<file path="config.mk">
export PLATFORM = sky130hd
export DESIGN_NAME = instr_prefetch_unit
export DESIGN_NICKNAME = d
export VERILOG_FILES = /design/src/rtl/instr_prefetch_unit.sv
export SDC_FILE = /design/constraint.sdc
export NUM_CORES = 1
export LEC_CHECK = 0
export CAP_MARGIN = 0
export CORE_MARGIN = 1.5
export CORE_UTILIZATION = 40
export CTS_CLUSTER_DIAMETER = 100
export DETAILED_ROUTE_END_ITERATION = 7
export DONT_BUFFER_PORTS = 1
export REMOVE_ABC_BUFFERS = 1
export SYNTH_ARGS = -nofsm -noshare
export SYNTH_HDL_FRONTEND = slang
export SYNTH_SLANG_ARGS = --single-unit
</file>
<file path="constraint.sdc">
create_clock -name clk -period 4.9 [get_ports clk]
set_input_delay 1.225 -clock clk [delete_from_list [all_inputs] [get_ports clk]]
set_output_delay 1.225 -clock clk [all_outputs]
set_load 0.02 [all_outputs]
</file>
<file path="src/rtl/instr_prefetch_unit.sv">
// Instruction prefetch stage: PC sequencer, one-cycle synchronous memory reads, small FIFO of {instr, addr}.
// Define IFU_BYPASS_EN to forward read data straight to the outputs when the FIFO is empty.
module instr_prefetch_unit #(
    parameter int INSTR_W = 16,
    parameter int ADDR_W  = 8,
    parameter int DEPTH   = 4,
    parameter logic [ADDR_W-1:0] RESET_PC = '0
) (
    input  logic               clk,
    input  logic               reset,
    input  logic               run,
    output logic               mem_rd,
    output logic [ADDR_W-1:0]  mem_addr,
    input  logic [INSTR_W-1:0] mem_rdata,
    output logic               instr_valid,
    output logic [INSTR_W-1:0] instr_out,
    output logic [ADDR_W-1:0]  pc_out,
    input  logic               instr_take,
    input  logic               redirect,
    input  logic [ADDR_W-1:0]  redirect_addr,
    output logic               state_dbg
);
    localparam int PTR_W = $clog2(DEPTH);
    localparam int CNT_W = PTR_W + 1;

    typedef enum logic {IDLE = 1'b0, RUN = 1'b1} state_t;

    state_t             state;
    logic [ADDR_W-1:0]  pc;
    logic [ADDR_W-1:0]  pend_addr;
    logic               pend;
    logic [CNT_W-1:0]   count;
    logic [PTR_W-1:0]   rd_ptr;
    logic [PTR_W-1:0]   wr_ptr;
    logic [INSTR_W-1:0] data_mem [DEPTH];
    logic [ADDR_W-1:0]  addr_mem [DEPTH];

    logic               flush;
    logic               fifo_empty;
    logic [CNT_W:0]     occupancy;
    logic               bypass;
    logic               push;
    logic               pop;

    assign flush      = (state == RUN) && redirect;
    assign fifo_empty = (count == '0);

    // The in-flight read already owns a slot, so issuing only below DEPTH keeps the FIFO from overflowing.
    assign occupancy = {1'b0, count} + {{CNT_W{1'b0}}, pend};
    assign mem_rd    = (state == RUN) && !redirect && (occupancy < (CNT_W+1)'(DEPTH));
    assign mem_addr  = pc;
    assign state_dbg = (state == RUN);

    // Handshake: an instruction is consumed on any cycle where instr_valid and instr_take are both 1;
    // instr_out/pc_out stay stable while valid is held without a take; redirect overrides consumption.
`ifdef IFU_BYPASS_EN
    assign bypass      = fifo_empty && pend && !flush;
    assign instr_valid = !fifo_empty || bypass;
    assign instr_out   = bypass ? mem_rdata : data_mem[rd_ptr];
    assign pc_out      = bypass ? pend_addr : addr_mem[rd_ptr];
`else
    assign bypass      = 1'b0;
    assign instr_valid = !fifo_empty;
    assign instr_out   = data_mem[rd_ptr];
    assign pc_out      = addr_mem[rd_ptr];
`endif

    assign pop  = !fifo_empty && instr_take && !flush;
    assign push = pend && !flush && !(bypass && instr_take);

    always_ff @(posedge clk or posedge reset) begin
        if (reset) begin
            state     <= IDLE;
            pc        <= '0;
            pend      <= 1'b0;
            pend_addr <= '0;
            count     <= '0;
            rd_ptr    <= '0;
            wr_ptr    <= '0;
            for (int i = 0; i < DEPTH; i++) begin
                data_mem[i] <= '0;
                addr_mem[i] <= '0;
            end
        end else begin
            case (state)
                IDLE: begin
                    if (run) begin
                        pc    <= RESET_PC;
                        state <= RUN;
                    end
                end
                RUN: begin
                    if (flush) begin
                        pc     <= redirect_addr;
                        pend   <= 1'b0;
                        count  <= '0;
                        rd_ptr <= '0;
                        wr_ptr <= '0;
                    end else begin
                        pend <= mem_rd;
                        if (mem_rd) begin
                            pend_addr <= pc;
                            pc        <= pc + 1'b1;
                        end
                        if (push) begin
                            data_mem[wr_ptr] <= mem_rdata;
                            addr_mem[wr_ptr] <= pend_addr;
                            wr_ptr           <= wr_ptr + 1'b1;
                        end
                        if (pop) begin
                            rd_ptr <= rd_ptr + 1'b1;
                        end
                        if (push && !pop) begin
                            count <= count + 1'b1;
                        end else if (pop && !push) begin
                            count <= count - 1'b1;
                        end
                    end
                end
                default: state <= IDLE;
            endcase
        end
    end
endmodule

</file>
==> results of run 1 <==
-- layout make-up --
cell class                 count  area [sq um]
sequential                   121          3030
tap                          176           220
clock inverter                12           150
multi-input combinational    218          2370
timing repair buffer           3          22.5
clock buffer                  20           447
fill                        1179          7130
inverter                       7          28.8
-- logic make-up after synthesis --
| kind of cell | Yosys count | synth area share, % |
|---|---|---|
| compound gates | 38 | 4.88 |
| xor+xnor | 2 | 0.316 |
| fa+ha+maj | 6 | 1.49 |
| buf+inv | 28 | 2.51 |
| flops | 121 | 54.7 |
| mux | 129 | 31.6 |
| simple gates | 43 | 4.50 |
-- sequential cells by signal, indices dropped and copies added (netlist names) --
register	cells
wr_ptr	2
mem_addr	8
addr_mem	32
pend	1
count	3
rd_ptr	2
data_mem	64
state_dbg	1
pend_addr	8
-- cell usage in the layout (no fill, tap or decap), types with 6 or more instances in the layout --
cell type and count:
inv_1 6, nand2_1 7, dfrtp_1 120, clkbuf_16 17
mux4_2 24, o31ai_1 6, nor2_1 8, o21ai_0 11
mux2_2 96, mux2_4 8
-- path summary, 6_finish.rpt --
check / startpoint / endpoint / cells past startpoint
worst max-delay path: redirect / mem_rd / 3
worst min-delay path: data_mem[41] / data_mem[41] / 1
worst max register to register: state_dbg / addr_mem[12] / 4
worst min register to register: data_mem[41] / data_mem[41] / 1
max in group asynchronous: reset / rd_ptr[0] / 2
min in group asynchronous: reset / data_mem[37] / 1
-- metrics by stage --
stage	instance area, sq um	utilization (%)	hold slack, ns	setup WS (ns)	instances
after floorplan	5430	-	0.474	0.461	346
after global placement	5670	42.3	0.482	1.44	525
after detailed placement	5670	42.3	0.491	1.41	525
after CTS	6270	46.8	0.503	1.42	557
after global routing	6270	46.8	0.509	1.30	557
final	6270	46.8	0.498	1.41	557
-- routing by layer --
metal	track usage, %	vias up	wire length [um]
met2	25.1	95	5020
met5	0	-	0
met3	5.38	11	647
met4	5.07	0	98
met1	21.5	1621	4890
li1	-	1381	-
-- worst reg2reg max path: stages (launching register included) --
cell and delay [ns]:
dfrtp_1 0.71, inv_1 0.20, nor2_2 0.37, nand3_2 0.70
mux2_2 0.55
-- where the power goes --
| group | total (uW) | switching [uW] | internal (uW) |
|---|---|---|---|
| Combinational | 1280 | 585 | 691 |
| Sequential | 1820 | 379 | 1440 |
| Clock | 1240 | 432 | 810 |
| Total | 4340 | 1400 | 2940 |
==> metrics.md, run 1 <==
| Metric | Value |
|---|---|
| Reg-to-reg setup timing slack | around 2.3 ns |
| Post-CTS setup buffer count | 0 |
| Slew HR | 42.9% |
| Asr flop ratio synth | 100% |
| Ant. Diodes | 0 |
| Fin crit share | slightly above 70% |
| CTS clock-pin slew for the worst setup and hold paths | 0.05 ns |
| Final net count | approximately 400 |
| Final ANT Viol Nets | 0 |
| Global-route wire length before repair | 17,800 um |
| Rows | 42 |
| Yosys top cell area share | 54.7% |
| Crit path kind | primary input to primary output |
| Run status | finished clean |
| Max Cap Violations | 0 |
| Cell leakage power | 0.00277 uW |
| Required @ worst endpoint | 3.67 ns |
| Final hold violation count | 0 |
| IO buf count | 0 |
| Drt drc | 0 |
| Total power | 4340 uW |
| Grt ovf | 0 |
| Vias in the first global route | 3,331 |
| Endpoints failing setup | 0 |
| TritonCTS buffer count | 17 |
| Worst skew pair latency | 0.40 ns |
| Dpl hpwl | between 6000 and 7000 um |
| Die X | 121 um |
| Ys Warns | 0 |
| Crit-path leading delay family | compound AO/OA/AOI/OAI gates |
| Count leader, synth | dfrtp_1 |
| Worst-path maximum fanout | 16 |
| Fraction of layout cells with a size suffix above 1 | 44.6% |
| Layout overhead on the synthesized area | 13.2% |
| Drt pass-1 iters | 4 |
| Full die area | 14,600 sq um |
| Slowest cell on crit path | a311o_4 |
| Critical Path Max Stage Delay | 0.56 ns |
| Worst-margin pin slew | 0.857 ns |
| Kind of start point of the critical path | primary input |
| Total track usage | 16.2% |
| Post_cts resized | 0 |
| Gpl congestion | 0.852 |
| Clk sinks | 121 |
| Die height | 121 um |
| Critical path, cell by cell | nand2b_1 -> a311o_4 -> inv_1 |
| Setup TNS | 0 ns |
| Via count | approximately 3,100 |
| DRT iter0 DRCs | between 100 and 150 |
| Clk_skew | around 0.0085 ns |
| Min Tclk post-route | roughly 3.5 ns |
| Initial core utilization | 41.3% |
| Ports | 64 |
| Initial antenna violation count | 0 |
| VDD IR max | 0.297 mV |
| Vias per inst | around 5.6 |
| DR WL/cell | 19.1 um |
| Area of the mapped netlist | roughly 5500 sq um |
| TritonCTS clock tree | yes |
| Synth top cells by count | 121 x dfrtp_1, 96 x mux2_2, 24 x mux4_2 |
| Detailed Route WL | 10,700 um |
| Root Driver | clkbuf_16 |
| Clock buffer depth | 2 |
| Post-synth EDFFs | 0 |
| Largest net degree at the start of global routing | 49 |
| WP data arrival | 2.26 ns |
| Gate Count Post-Synth | about 370 |
| Critical Path End Type | primary output |
| CP bufs+invs | 1 |
| Post-synth top area cell | dfrtp_1 |
| Primary FF master, synth | dfrtp_1 |
| Proportion of synthesized chip area in sequential cells | 54.7% |
| Yosys reg bits | 121 |
| Pins over their slew limit | 0 |
| Fmax | around 290 MHz |
| RSZ-0062 raised after global routing | false |
| PD cells | between 600 and 700 nW/um^2 |
| H-tree Lvls | 4 |
| Worst hold path type | flip-flop to flip-flop |
| Synth unique cells | 44 |
| Top cells by area, synth | dfrtp_1 55%, mux2_2 20%, mux4_2 9.8%, mux2_4 2.2%, buf_2 1.4% |
| Hold buffers post-CTS | 0 |
| Core area | 13,400 sq um |
| Mean Syn Cell Area | 15.1 sq um |
Power figures use the tool's default switching activity.
==> run 2, diff against run 1 <==
==> constraint.sdc (replaced) <==
create_clock -name clk -period 3.15 [get_ports clk]
set_input_delay 0.7875 -clock clk [delete_from_list [all_inputs] [get_ports clk]]
set_output_delay 0.7875 -clock clk [all_outputs]
set_load 0.02 [all_outputs]
==> metrics.md, run 2 (synthesized netlist as in run 1, its figures left out) <==
| Metric | Value |
|---|---|
| Run status | finished clean |
| Via count | 3,112 |
| Setup TNS | 0 ns |
| Post_cts resized | 0 |
| Pins over their slew limit | 0 |
| IO buf count | 0 |
| Gpl congestion | 0.845 |
| Initial core utilization | 41.3% |
| Critical path launch point | state_dbg |
| Initial antenna violation count | 0 |
| Worst hold path type | primary input to asynchronous set/reset pin |
| Slew HR | a little under half |
| Core area | 13,400 sq um |
| Total power | 6660 uW |
| Die height | ~120 um |
| PD cells | 1060 nW/um^2 |
| Worst Reg-to-Reg Cells | 5 |
| Final ANT Viol Nets | 0 |
| Ports | 64 |
| TritonCTS clock tree | yes |
| WP data arrival | ~2.2 ns |
| WHS | between 0.3 and 0.4 ns |
| Total track usage | between 10% and 20% |
| Worst skew pair latency | 0.41 ns |
| Global-route wire length before repair | approximately 18,000 um |
| Die X | between 100 and 150 um |
| Reg-to-reg setup timing slack | 0.72 ns |
| Fmax | 331 MHz |
| Critical Path End Type | primary output |
| RSZ-0062 raised after global routing | false |
| Largest register FFs | 64 |
| Drt drc | 0 |
| Vias in the first global route | 3,353 |
| Required @ worst endpoint | 2.36 ns |
| TritonCTS buffer count | 17 |
| Cell leakage power | 0.00278 uW |
| Largest Register | data_mem |
| Clk sinks | 121 |
| Layout overhead on the synthesized area | 13.6% |
| Final hold violation count | 0 |
| Critical path endpoint | mem_rd |
| Worst-path maximum fanout | 15 |
| Worst-margin pin slew | 0.824 ns |
| H-tree Lvls | 4 |
| Commonest non-fill, non-tap cell in the layout | dfrtp_1 |
| DR WL/cell | 19.7 um |
| Grt ovf | 0 |
| Endpoints failing setup | 0 |
| Kind of start point of the critical path | flip-flop |
| Detailed Route WL | between 10,000 and 15,000 um |
| Post-layout util | between 40% and 50% |
| Drt pass-1 iters | 5 |
| Dpl hpwl | about 7000 um |
| Fraction of layout cells with a size suffix above 1 | 45.9% |
| VDD IR max | 0.395 mV |
| Reg-to-Reg Start | state_dbg |
| Hold buffers post-CTS | 0 |
| Placement-stage cell area | 5740 sq um |
| Min Tclk post-route | 3.02 ns |
| Vias per inst | 5.52 |
| R2r endpoint | addr_mem[13] |
| Fin crit share | 95.8% |
| CTS clock-pin slew for the worst setup and hold paths | 0.06 ns |
| Final net count | 410 |
| Max Cap Violations | 0 |
| Biggest regs | data_mem: 64 flops, addr_mem: 32 flops |
| Clock buffer depth | 2 |
| Final instance area | 6290 sq um |
| Crit path kind | flip-flop to primary output |
| Post-CTS setup buffer count | 0 |
| Most frequent cells in the layout | 120 x dfrtp_1, 96 x mux2_2, 24 x mux4_2 |
| Clk_skew | between 0.007 and 0.008 ns |
| DRT iter0 DRCs | 174 |
| Full die area | 14,600 sq um |
| Ant. Diodes | 0 |
| Largest net degree at the start of global routing | 63 |
| Root Driver | clkbuf_16 |
| Rows | 42 |
## run 2: cell count changes in the layout (fill, tap and decap cells not counted), moves of 2 or more
cell,delta
bufinv_16,-2
clkinvlp_4,+3
inv_6,+2
buf_4,+6
## run 2: stage by stage
stage | cells | worst slack [ns]
floorplan | 346 | -0.852
global placement | 532 | 0.564
detailed placement | 532 | 0.531
CTS | 564 | 0.136
global route | 564 | 0.0194
finish | 564 | 0.133
## run 2: worst min path at each step
stage / from / endpoint / slack, ns
after floorplan: addr_mem[10] / addr_mem[10] / 0.47
after global placement: data_mem[40] / data_mem[40] / 0.48
after detailed placement: data_mem[19] / data_mem[19] / 0.49
after CTS: reset / data_mem[62] / 0.42
after global routing: reset / data_mem[62] / 0.45
final: reset / data_mem[58] / 0.39
## run 2: critical path: stages, from the launching register on
cell and delay, ns:
dfrtp_1 0.70, nand2b_1 0.33, a311o_4 0.57, inv_1 0.22
## run 2: final cells by class
class / count / area, sq um
Multi-Input combinational cell: 218 / 2370
Inverter: 7 / 28.8
Timing Repair Buffer: 10 / 87.6
Fill cell: 1166 / 7110
Tap cell: 176 / 220
Sequential cell: 121 / 3030
Clock buffer: 18 / 429
Clock inverter: 14 / 125
## run 2: power breakdown
part | internal (uW) | switching [uW]
logic | 1090 | 958
registers | 2250 | 565
clock network | 1080 | 715
total | 4420 | 2240
## run 2: routing by layer
layer	vias to the layer above	wire, um	track usage (%)
li1	1392	-	-
met1	1625	5070	22.5
met2	83	5250	25.3
met3	12	660	4.86
met4	0	121	6.84
met5	-	0	0
==> RTL edit: new RTL, flow settings as in run 1 <==
Add a define of `IFU_BYPASS_EN`.
--- a/src/rtl/instr_prefetch_unit.sv
+++ b/src/rtl/instr_prefetch_unit.sv
@@ -1,4 +1,6 @@
 // Instruction prefetch stage: PC sequencer, one-cycle synchronous memory reads, small FIFO of {instr, addr}.
 // Define IFU_BYPASS_EN to forward read data straight to the outputs when the FIFO is empty.
+`define IFU_BYPASS_EN
+
 module instr_prefetch_unit #(
     parameter int INSTR_W = 16,
Formal check against the unedited RTL: not equivalent (Yosys sat finds a counterexample within 4 cycles, from zero or initial values and one cycle with reset high).
==> RTL edit against run 1 <==
  * Via count up 7.9%
  * Setup slack worse by 0.28 ns
  * Utilization down 0.87 points
  * Final area up 6.4%
  * Area after synthesis up 7.3%
  * Clock skew down 0.0033 ns
  * Critical path depth unchanged
  * Register-to-register slack better by 0.12 ns
  * Wire length up 11%
  * Sequential cell count unchanged
  * Maximum frequency down 7.5%
  * Non-clock buffer count up 2
  * Total power up 2.6%
  * Synthesized cell count up 10%
  * Largest cell class unchanged
==> RTL edit: results (changes against run 1) <==
[power]
worst_ir_drop_vdd_uv = 320  ; was 297 µV
power_internal_mw = 3.05  ; was 2.94 mW
p_leak_nw = 3.03  ; was 2.77 nW

[worst_setup_path]
critical_path.top_delay_family = simple AND/OR/NAND/NOR gates  ; was compound AO/OA/AOI/OAI gates
r2r_end = data_mem[20]$_DFFE_PP0P_  ; was addr_mem[12]$_DFFE_PP0P_
reg2reg_setup_slack_ns = 2.38  ; was 2.26 ns
critPathArrivalTime_ns = 2.54  ; was 2.26 ns

[clocking]
later_pin_clock_latency_in_the_skew_report_ns = 0.42  ; was 0.40 ns

[grt]
track_usage_pct = 16.7  ; was 16.2%
grt_start_max_net_pins = 67  ; was 49

[final_layout]
nets = 437  ; was 403
drive_gt1_share_pct = 44.8  ; was 44.6%

[placed_design]
inst_count_dp = 567  ; was 525
place.gp.congestion = 0.851  ; was 0.852
place.detailed.hpwl_um = 7280  ; was 6670 µm
placed_cell_area_um2 = 6060  ; was 5670 µm²
post-place-ws_ns = 1.13  ; was 1.41 ns

[logic_synthesis]
netlist_top_cells_area = dfrtp_1, mux2_2, mux4_2  ; unchanged
synth.cells.most_frequent = dfrtp_1, mux2_2, mux4_2, mux2_4  ; was dfrtp_1, mux2_2, mux4_2, buf_2, o21ai_0
syn_avg_cell_area_um2 = 14.7  ; was 15.1 µm²
yosysSeqAreaShare_pct = 51.0  ; was 54.7%

[sta]
max_slew_margin_pct = 45.5  ; was 42.9%
fin_skew_ns = 0.00520  ; was 0.00850 ns
holdWs_ns = 0.488  ; was 0.498 ns

[routing]
wl_um = 11800  ; was 10,700 µm
routed-via-count = 3354  ; was 3,108
post_drt_via_cell_ratio = 5.60  ; was 5.58

[run_status]
outcome = complete, no violations  ; unchanged

[hold_path]
hold_end = addr_mem[3]$_DFFE_PP0P_  ; was data_mem[41]$_DFFE_PP0P_

==> RTL edit: changes by cell type after synthesis, sizes merged, moves of 2 or more <==
cell and change:
a31oi +2, o22ai -2, o211ai +2, nand3 +4, nand2 +3, buf +4, a221o -2, nor3b -4
o21bai -3, o21ai +6, mux2 +24
==> RTL edit: power groups by stage <==
| stage | clock [mW] | combinational (mW) | sequential (mW) |
|---|---|---|---|
| 2_1_floorplan | 0 | 1.27 | 1.64 |
| 5_1_grt | 1.36 | 1.60 | 1.76 |
| 3_3_place_gp | 0 | 1.47 | 1.68 |
| 6_report | 1.28 | 1.48 | 1.69 |
| 4_1_cts | 1.31 | 1.51 | 1.70 |
| 3_5_place_dp | 0 | 1.50 | 1.71 |
==> RTL edit: worst max-delay path by stage <==
stage,end,startpoint,slack (ns),depth (start not counted)
floorplan,addr_mem[0]$_DFFE_PP0P_,reset,0.46,1
global placement,instr_out[15],redirect,1.14,3
detailed placement,instr_out[15],redirect,1.13,3
CTS,instr_out[15],redirect,1.12,3
global route,instr_out[3],redirect,1.09,3
finish,instr_out[5],redirect,1.13,3
==> RTL edit: cell families (layout without fill, tap and decap cells) <==
kind of cell,count (synthesis),count (layout),synth area share [%]
fa+ha+maj,6,6,1.39
mux,154,154,35.0
buf+inv,34,45,3.31
compound gates,42,42,4.80
xor+xnor,2,2,0.295
simple gates,45,45,4.26
flops,121,121,51.0
==> RTL edit: layer usage <==
layer  up-vias  track usage (%)  part of all wire (%)
met5         -                0                     0
met4         0             5.48                   1.4
met3        14             5.84                   6.0
met2        96             27.0                    49
met1      1740             20.9                    44
li1       1504                -                     -
==> RTL edit: layout make-up <==
type	instances	area [µm²]
fillers	1300	7860
flip-flops and latches	121	3030
multi-input cells	249	2720
clock buffers	24	502
well taps	184	230
clock inverters	8	115
repair buffers	5	50.0
inverters	8	32.5
